<file path="config.mk">
export PLATFORM = sky130hd
export DESIGN_NAME = step_ctrl
export DESIGN_NICKNAME = d
export VERILOG_FILES = /design/src/rtl/step_ctrl.sv
export SDC_FILE = /design/constraint.sdc
export NUM_CORES = 1
export LEC_CHECK = 0
export ABC_AREA = 1
export BUFFER_PORTS_ARGS = -buffer_cell sky130_fd_sc_hd__buf_2
export CAP_MARGIN = 20
export CORE_UTILIZATION = 30
export DETAILED_ROUTE_END_ITERATION = 7
export PLACE_DENSITY = 0.46
export SLEW_MARGIN = 20
export SYNTH_ARGS = -nofsm -noshare
export SYNTH_HDL_FRONTEND = slang
export SYNTH_SLANG_ARGS = --single-unit
</file>
<file path="constraint.sdc">
create_clock -name clock -period 3.3 [get_ports clock]
set_clock_uncertainty 0.15 [all_clocks]
set_input_delay 0.495 -clock clock [delete_from_list [all_inputs] [get_ports clock]]
set_output_delay 0.495 -clock clock [all_outputs]
set_load 0.02 [all_outputs]
</file>
<file path="src/rtl/step_ctrl.sv">
// step_ctrl: run/halt/single-step controller for the pipeline core. Conditions the
// asynchronous debug inputs, sequences RUN/HALT/STEP and counts enabled cycles.

module step_ctrl_cond #(
    parameter int SYNC_STAGES = 2,
    parameter int FILT_CYC    = 2
) (
    input  logic clock,
    input  logic reset,
    input  logic din,
    output logic evt
);
    localparam int CW = (FILT_CYC > 1) ? $clog2(FILT_CYC) : 1;

    logic [SYNC_STAGES-1:0] sync_p0;
    logic [CW-1:0]          run_cnt_p1;
    logic                   lvl_p1;
    logic                   lvl_p2;

    always_ff @(posedge clock or posedge reset) begin
        if (reset) begin
            sync_p0    <= '0;
            run_cnt_p1 <= '0;
            lvl_p1     <= 1'b0;
            lvl_p2     <= 1'b0;
        end else begin
            // p0: synchronizer chain
            sync_p0 <= {sync_p0[SYNC_STAGES-2:0], din};
            // p1: level accepted only after FILT_CYC consecutive mismatching samples
            if (sync_p0[SYNC_STAGES-1] == lvl_p1) begin
                run_cnt_p1 <= '0;
            end else if (run_cnt_p1 == CW'(FILT_CYC - 1)) begin
                lvl_p1     <= sync_p0[SYNC_STAGES-1];
                run_cnt_p1 <= '0;
            end else begin
                run_cnt_p1 <= run_cnt_p1 + CW'(1);
            end
            // p2: delayed level for rising-edge detection
            lvl_p2 <= lvl_p1;
        end
    end

    assign evt = lvl_p1 & ~lvl_p2;
endmodule

module step_ctrl #(
    parameter int SYNC_STAGES = 2,
    parameter int FILT_CYC    = 2,
    parameter int CNT_W       = 32
) (
    input  logic             clock,
    input  logic             reset,
    input  logic             change,
    input  logic             step,
    input  logic             brk,
    output logic             pipe_en,
    output logic             mode,
    output logic             step_ack,
    output logic             brk_hit,
    output logic [CNT_W-1:0] cycle_cnt
);
    typedef enum logic [1:0] {RUN, HALT, STEP} state_t;

    state_t state;
    logic   chg_evt;
    logic   stp_evt;
    logic   brk_evt;
    logic   brk_q;
    logic   pend;

    step_ctrl_cond #(.SYNC_STAGES(SYNC_STAGES), .FILT_CYC(FILT_CYC)) u_chg (
        .clock (clock),
        .reset (reset),
        .din   (change),
        .evt   (chg_evt)
    );

    step_ctrl_cond #(.SYNC_STAGES(SYNC_STAGES), .FILT_CYC(FILT_CYC)) u_stp (
        .clock (clock),
        .reset (reset),
        .din   (step),
        .evt   (stp_evt)
    );

    // brk is already synchronous to clock; only an edge detector is needed
    assign brk_evt = brk & ~brk_q;

    always_ff @(posedge clock or posedge reset) begin
        if (reset) begin
            state     <= RUN;
            pipe_en   <= 1'b1;
            mode      <= 1'b1;
            step_ack  <= 1'b0;
            brk_hit   <= 1'b0;
            pend      <= 1'b0;
            brk_q     <= 1'b0;
            cycle_cnt <= '0;
        end else begin
            brk_q <= brk;
            if (pipe_en) begin
                cycle_cnt <= cycle_cnt + CNT_W'(1);
            end
            case (state)
                RUN: begin
                    if (chg_evt || brk_evt) begin
                        state   <= HALT;
                        pipe_en <= 1'b0;
                        mode    <= 1'b0;
                        if (brk_evt) begin
                            brk_hit <= 1'b1;
                        end
                    end
                end
                HALT: begin
                    // a change latched during STEP outranks a fresh step request
                    if (chg_evt || pend) begin
                        state   <= RUN;
                        pipe_en <= 1'b1;
                        mode    <= 1'b1;
                        brk_hit <= 1'b0;
                        pend    <= 1'b0;
                    end else if (stp_evt) begin
                        state    <= STEP;
                        pipe_en  <= 1'b1;
                        step_ack <= 1'b1;
                    end
                end
                STEP: begin
                    state    <= HALT;
                    pipe_en  <= 1'b0;
                    step_ack <= 1'b0;
                    if (chg_evt) begin
                        pend <= 1'b1;
                    end
                end
                default: begin
                    state    <= HALT;
                    pipe_en  <= 1'b0;
                    mode     <= 1'b0;
                    step_ack <= 1'b0;
                end
            endcase
        end
    end
endmodule

</file>
# Yosys cells after proc, flatten, opt, wreduce, memory -nomap -nowiden

Cells that the tools add are included.

Add/subtract/negate cells: 3
Equal/unequal tests: 11
Mux-type cells: 22
Bitwise operators: 10
Reduce and logical (&&, ||, !) cells: 12

Operators with widths:

| operator                                            | count |
|---|---|
| adder 32 x 1 -> 32 bit, second input constant       | 1 |
| 2-to-1 mux 1 bit                                    | 13 |
| inequality test 2 bit, second input constant        | 6 |
| AND reduction 3 bit                                 | 3 |
| one-hot mux 1 bit (2 select lines)                  | 4 |
| NOT 1 bit                                           | 7 |
| 2-to-1 mux 2 bit                                    | 3 |
| AND reduction 2 bit                                 | 3 |
| one-hot mux 2 bit (2 select lines)                  | 1 |
| AND reduction 4 bit                                 | 1 |
| nonzero test 2 bit                                  | 2 |
| AND 1 bit                                           | 3 |
| inequality test 3 bit, second input constant        | 1 |
| one-hot mux 1 bit (3 select lines)                  | 1 |
| adder 1 bit, second input constant                  | 2 |
| equality test 1 bit                                 | 2 |
| equality test 2 x 1 -> 1 bit, second input constant | 1 |
| equality test 2 bit, second input constant          | 1 |
| logical NOT 2 bit                                   | 1 |
| logical OR 1 bit                                    | 2 |

Bits in registers: 50
Input bits: 5
Output and inout bits: 36
Logic and storage cells: 74

# Depth between registers and ports, before layout

Gate-level depths: netlist of run 1.

Depth in word-level cells: 5
Depth in mapped cells: 9
Depth with buffers taken out: 8

# Hierarchy

A second synthesis of run 1 with hierarchy kept.

Cell total of the unflattened synthesis: 304
Area, all modules: 2512.4 um2

Modules (own cells, without submodules):

| module         | instances | cells an instance | area each (um2) | sequential area each (um2) |
|---|---|---|---|---|
| step_ctrl      | 1         | 274               | 2172.1          | 1003.5 |
| step_ctrl_cond | 2         | 15                | 170.2           | 125.1 |

# Worst setup path after synthesis of run 1

No wires, ideal clock.

Kind: reg2reg
From: register cycle_cnt[0]
To: register cycle_cnt[16]
Setup time: 0.131 ns
Arrival time: 1.345 ns
Data required time: 3.019 ns
Setup slack: 1.674 ns
Stages on the path, launching flop included: 8
Buffers on the path: 0
Period minus slack after synthesis: 1.626 ns
Path through: dfrtp_1 ha_1 nand2_2 nor2_4 nand2_2 nor2_4 nand2_1 xnor2_1

Word-level cells in the longest chain between the ends: 1

RTL lines:

| what                     | RTL line | source |
|---|---|---|
| start: declaration       | 60       | `output logic [CNT_W-1:0] cycle_cnt` |
| start signal: assignment | 101      | `cycle_cnt <= cycle_cnt + CNT_W'(1);` |
| adder 32 x 1 -> 32 bit   | 101      |  |

No other way between the ends.
A chain may end at the register's enable or synchronous reset.

# Final worst setup path of run 1

From: register pipe_en
To: output pipe_en

RTL lines:

| what                     | RTL line | source |
|---|---|---|
| start: declaration       | 56       | `output logic pipe_en,` |
| start signal: assignment | 91       | `pipe_en <= 1'b1;` |
| start signal: assignment | 107      | `pipe_en <= 1'b0;` |
| start signal: assignment | 118      | `pipe_en <= 1'b1;` |

No word-level cell between the ends.

==> impl_metrics.py, run 1 <==
metrics = {
    "run_status": {
        "status": "completed",
    },
    "setup_path": {
        "critical_path_peak_fanout": 9,
        "critPathKind": "reg2out",
        "crit_chain": "buf_2",
        "cp_slowest_cell": "dfstp_2",
        "r2r_start": "cycle_cnt[0]$_DFFE_PP0P_",
        "critPathCaptureType": "output port",
        "r2r_cells": 7,
        "cp_slowest_stage_delay_ns": 0.64,
        "cp.arrival_ns": 1.16,
        "required_ns": 2.65,
        "rrSetupSlack_ns": 1.63,
        "cp-startpoint": "pipe_en$_DFFE_PP1P_",
        "start_kind": "flop",
        "cp_num_buf_inv": 1,
        "critical_path_depth": 1,
        "cp_top_family": "flip-flops",
    },
    "route": {
        "wl_per_cell_um": 11.69,
        "num_vias": 1829,
        "routed_via_density": 4.324,
        "routed_wl_um": 4943,
        "ant_nets": 0,
        "firstDrtPassIters": 4,
        "first_iter_violations": 58,
        "drc": 0,
    },
    "power_and_ir_drop": {
        "finalPower_w": 0.001686,
        "pwr-share-comb": 0.247,
        "seq_power_share": 0.495,
        "switching_share": 0.3453,
        "p_int_w": 0.001104,
        "p_sw_w": 0.0005822,
        "peakVddDrop_mv": 0.1600,
        "p_per_area_nw_per_um2": 602.9,
        "p_leak_nw": 1.356,
        "clkPwrFrac": 0.258,
    },
    "global_routing": {
        "antenna_found_initial": 0,
        "grt_max_degree": 51,
        "grt_overflow": 0,
        "grt_first_pass_wirelength_um": 8680,
        "grt_pass1_vias": 1779,
        "track_usage": 0.1352,
    },
    "sta": {
        "finalHoldViolCount": 0,
        "worstMarginPinSlew_ns": 0.8404,
        "fin_crit_ns": 1.806,
        "fin_crit_sh": 0.5473,
        "hold_slack_ns": 0.1532,
        "setup_viol": 0,
        "finalMaxSlewViolations": 0,
        "fmaxAchievable_ghz": 0.5537,
        "rsz0062_at_grt": "false",
        "slew_headroom": 0.4391,
        "tns_ns": 0,
    },
    "die": {
        "boundaryPins": 41,
        "dieArea_um2": 8242,
        "die_w_um": 90.79,
        "coreArea_um2": 7687,
        "start_util": 0.3076,
        "die_y_um": 90.79,
        "row_count": 32,
    },
    "clock_network": {
        "postCtsHoldBufs": 0,
        "clock-sinks": 50,
        "cts-resized-gates": 0,
        "post_cts_buffers": 0,
        "cts_buffer_depth": 2,
        "clk-insertion-delay-late_ns": 0.31,
        "cts_tree": "yes",
        "h-tree-depth": 2,
        "clkTransAtPathRegs_ns": 0.10,
        "cts_root_buffer": "clkbuf_8",
        "cts_buffers": 5,
    },
    "yosys": {
        "synth.most_common_cell": "nand2_1",
        "async_flop_share": 1.000,
        "synth_nets": 280,
        "synth_area_leaders": "dfrtp_1 51%, nand2_1 11%, nor2_1 6.3%",
        "synth.yosys.warnings": 0,
        "syn_area_um2": 2365,
        "netlist_top_cells_count": "68 x nand2_1, 48 x dfrtp_1, 40 x nor2_1",
        "synth_top_area_share": 0.5079,
        "synth_edf_count": 0,
        "avgSynthCellArea_um2": 8.631,
        "synthCells": 274,
        "ys_seq_area_frac": 0.5302,
        "yosysTopAreaCell": "dfrtp_1",
        "ys_ff_latch": 50,
        "ys.flop_type": "dfrtp_1",
        "synth_cell_types": 23,
    },
    "final_layout": {
        "final_util": 0.3638,
        "nNetsFinal": 326,
        "num_antenna_cells": 0,
        "fill_cells": 842,
        "final_layout_size_suffix_gt1_frac": 0.2212,
        "syn_to_final_growth_pct": 18.25,
    },
    "min_path": {
        "min_path_cells": 1,
        "min_from": "step",
        "hp-class": "in2reg",
    },
    "placement": {
        "dpl.hpwl_um": 3816,
        "gp_congestion": 0.7534,
        "io_buffer_count": 40,
    },
    "run": {
        "drv_cap": 0,
    },
}
sequential cells by signal, summed over array words and instances, names as in the netlist, 2 cells and up:
signal / cells
cycle_cnt: 32
u_chg.sync_p0: 2
u_stp.sync_p0: 2
state: 2
cell usage in the layout, fill, tap and decap left out, drive strengths merged, types with 2 or more instances in the layout:
cell / netlist / routed
o21ai: 7 / 7
nand3: 22 / 22
nand2: 75 / 75
xnor2: 16 / 16
inv: 31 / 30
dfstp: 2 / 2
dfrtp: 48 / 48
buf: 1 / 40
nand3b: 2 / 2
xor2: 9 / 9
nand4: 5 / 5
clkbuf: 0 / 6
nor3: 2 / 2
nor2: 50 / 50
final timing paths:
path,endpoint
worst min register to register,u_stp.sync_p0[1]$_DFF_PP0_
worst min-delay path,u_stp.sync_p0[0]$_DFF_PP0_
worst max-delay path,pipe_en
min in group asynchronous,brk_hit$_DFFE_PP0P_
max in group asynchronous,cycle_cnt[29]$_DFFE_PP0P_
worst max register to register,cycle_cnt[16]$_DFFE_PP0P_
cells by family after synthesis:
| family | count (synthesis) | synth area share |
|---|---|---|
| compound gates | 9 | 0.01957 |
| xor+xnor | 25 | 0.09259 |
| fa+ha+maj | 1 | 0.005290 |
| buf+inv | 32 | 0.05238 |
| flops | 50 | 0.5302 |
| simple gates | 157 | 0.3000 |
power groups by stage:
stage	Clock (W)	Combinational [W]	Sequential, W
finish	0.000435	0.000416	0.000835
global route	0.000477	0.000470	0.000857
floorplan	0	0.000267	0.000886
global placement	0	0.000420	0.000845
detailed placement	0	0.000422	0.000848
CTS	0.000450	0.000424	0.000837
layout make-up:
class,count,area (um2),area share
Clock inverter,2,37.54,0.01342
Inverter,31,117.6,0.04206
Tap cell,102,127.6,0.04564
Sequential cell,50,1254,0.4483
Clock buffer,6,72.57,0.02595
Multi-Input combinational cell,192,987.2,0.3530
Timing Repair Buffer,40,200.2,0.07159
metal layers:
layer  up-vias  GRT usage  wire, um  share of wire
li1        947          -         -              -
met5         -          0         0              0
met4         0    0.04762        87          0.018
met3         7    0.02778       184          0.037
met1       837     0.1867      2429           0.49
met2        38     0.2096      2242           0.45
per-stage QoR:
stage	setup WS (ns)	cell area, um2	cells
2_1_floorplan	1.457	2365	274
3_3_place_gp	1.626	2685	415
3_5_place_dp	1.623	2685	415
4_1_cts	1.484	2795	423
5_1_grt	1.448	2796	423
6_report	1.494	2796	423
Power figures use the tool's default switching activity.
==> run 2: changes to the inputs <==
- PLACE_DENSITY: 0.46 -> 0.48
- clock period: 3.3 -> 1.6 ns (I/O delays scaled with it)
==> impl_metrics.py, run 2 (synthesis results as in run 1) <==
metrics = {
    "setup_path": {
        "cp_slowest_stage_delay_ns": 0.60,
        "cp_slowest_cell": "dfstp_2",
        "critPathCaptureType": "flop",
        "critical_path_peak_fanout": 5,
        "required_ns": 1.65,
        "crit_chain": "nand2_1 -> nor2_1 -> nand3_2 -> nor2_2 -> nand3_1 -> nand2_1 -> inv_1",
        "cp.arrival_ns": 1.62,
        "critPathKind": "reg2reg",
        "critical_path_depth": 7,
        "r2r_cells": 7,
        "cp_top_family": "simple AND/OR/NAND/NOR gates",
        "start_kind": "flop",
        "cp_common_cell": "nand2_1",
        "cp_num_buf_inv": 1,
    },
    "sta": {
        "fin_crit_ns": 1.572,
        "slew_headroom": 0.8141,
        "setup_viol": 0,
        "fin_crit_sh": 0.9824,
        "finalHoldViolCount": 0,
        "fmaxAchievable_ghz": 0.6362,
        "worstMarginPinSlew_ns": 0.2788,
        "postLayoutSetupSlackWorst_ns": 0.02814,
        "rsz0062_at_grt": "true",
        "finalMaxSlewViolations": 0,
    },
    "final_layout": {
        "regMostFlops": "cycle_cnt",
        "syn_to_final_growth_pct": 29.21,
        "layout_commonest_cell": "nand2_1",
        "largest_reg_flops": 32,
        "num_antenna_cells": 0,
        "fill_cells": 825,
        "final_layout_size_suffix_gt1_frac": 0.3140,
        "nNetsFinal": 349,
        "layout_common_cells": "67 x nand2_1, 44 x dfrtp_1, 39 x buf_2",
    },
    "global_routing": {
        "grt_pass1_vias": 1865,
        "grt_max_degree": 51,
        "grt_first_pass_wirelength_um": 8700,
        "grt-busiest-layer": "met2",
        "track_usage": 0.1316,
        "antenna_found_initial": 0,
        "grt_use_met2": 0.2140,
        "met3_usage": 0.02694,
        "grt_overflow": 0,
        "use_met1": 0.1809,
    },
    "power_and_ir_drop": {
        "p_per_area_nw_per_um2": 1154,
        "p_sw_w": 0.001242,
        "p_int_w": 0.002285,
        "pwr-share-comb": 0.299,
        "finalPower_w": 0.003527,
        "p_leak_nw": 1.496,
        "clkPwrFrac": 0.218,
        "seq_power_share": 0.483,
        "peakVddDrop_mv": 0.4515,
        "switching_share": 0.3520,
    },
    "route": {
        "wl_per_cell_um": 11.57,
        "num_vias": 1943,
        "routed_wl_um": 5162,
        "firstDrtPassIters": 4,
        "drc": 0,
        "ant_nets": 0,
        "first_iter_violations": 74,
        "routed_via_density": 4.357,
    },
    "clock_network": {
        "cts_buffers": 5,
        "clock-sinks": 50,
        "cts_tree": "yes",
        "h-tree-depth": 2,
        "cts_root_buffer": "clkbuf_8",
        "clk-insertion-delay-late_ns": 0.30,
        "cts_buffer_depth": 2,
        "clkTransAtPathRegs_ns": 0.09,
    },
    "die": {
        "die_y_um": 90.79,
        "dieArea_um2": 8242,
        "start_util": 0.3076,
        "row_count": 32,
        "boundaryPins": 41,
        "die_w_um": 90.79,
        "coreArea_um2": 7687,
    },
    "min_path": {
        "hp-class": "reg2reg",
        "min_path_cells": 0,
    },
    "run": {
        "drv_cap": 0,
    },
    "placement": {
        "dpl.hpwl_um": 3866,
        "dpl_worst_slack_ns": 0.03562,
        "gp_congestion": 0.7514,
        "io_buffer_count": 40,
    },
    "run_status": {
        "status": "completed",
    },
}
==> run 2: cell count changes in the layout (fill, tap and decap cells not counted), moves of 2 or more <==
cell	change
buf_4	+19
dfrtp_1	-4
dfrtp_2	+4
dlygate4sd3_1	+4
nand2_2	-2
nand2_4	+3
nand3_1	-2
nand3_2	+2
nor2_1	-8
nor2_2	+5
nor2_4	+3
==> run 2: what timing repair did <==
item,CTS,global route
resized for setup,0,23
hold buffers,4,0
buffers inserted,0,9
hold endpoints to repair,51,0
setup endpoints to repair,0,19
==> run 2: power by group through the flow <==
stage,Sequential (W),Combinational [W],Clock [W]
5_1_grt,0.00174,0.00120,0.000840
3_5_place_dp,0.00172,0.000989,0
6_report,0.00170,0.00105,0.000768
4_1_cts,0.00170,0.00100,0.000798
3_3_place_gp,0.00171,0.000992,0
2_1_floorplan,0.00183,0.000559,0
==> run 2: per-layer routing <==
layer / wire length, um / up-vias / part of all wire
met1: 2541 / 908 / 0.49
met2: 2342 / 44 / 0.45
met5: 0 / - / 0
li1: - / 987 / -
met4: 51 / 0 / 0.0099
met3: 226 / 4 / 0.044
==> run 2: cell type report <==
class	instances	area, um2	share of cell area
Sequential cell	50	1259	0.4120
Multi-Input combinational cell	192	1056	0.3456
Timing Repair Buffer	63	397.9	0.1302
Tap cell	102	127.6	0.04177
Inverter	31	120.1	0.03931
Clock buffer	6	82.58	0.02703
Clock inverter	2	12.51	0.004095
==> run 2: final timing paths <==
| check | start | endpoint | slack [ns] |
|---|---|---|---|
| min | u_chg.sync_p0[0]$_DFF_PP0_ | u_chg.sync_p0[1]$_DFF_PP0_ | 0.20 |
| max in group asynchronous | reset | pipe_en$_DFFE_PP1P_ | 0.61 |
| min in group asynchronous | reset | u_stp.sync_p0[0]$_DFF_PP0_ | 0.39 |
| max | pipe_en$_DFFE_PP1P_ | cycle_cnt[31]$_DFFE_PP0P_ | 0.03 |
| max reg2reg | pipe_en$_DFFE_PP1P_ | cycle_cnt[31]$_DFFE_PP0P_ | 0.03 |
| min reg2reg | u_chg.sync_p0[0]$_DFF_PP0_ | u_chg.sync_p0[1]$_DFF_PP0_ | 0.20 |
==> run 2: through the flow <==
step / setup TNS, ns / hold WS, ns / area, um2 / instances / utilization
final: 0 / 0.2032 / 3055 / 446 / 0.3975
after floorplan: 0 / 0.1214 / 2374 / 274 / -
after global routing: -0.3991 / 0.2110 / 3055 / 446 / 0.3975
after CTS: 0 / 0.2079 / 2913 / 437 / 0.3789
after global placement: 0 / 0.1805 / 2778 / 425 / 0.3613
after detailed placement: 0 / 0.1834 / 2778 / 425 / 0.3613
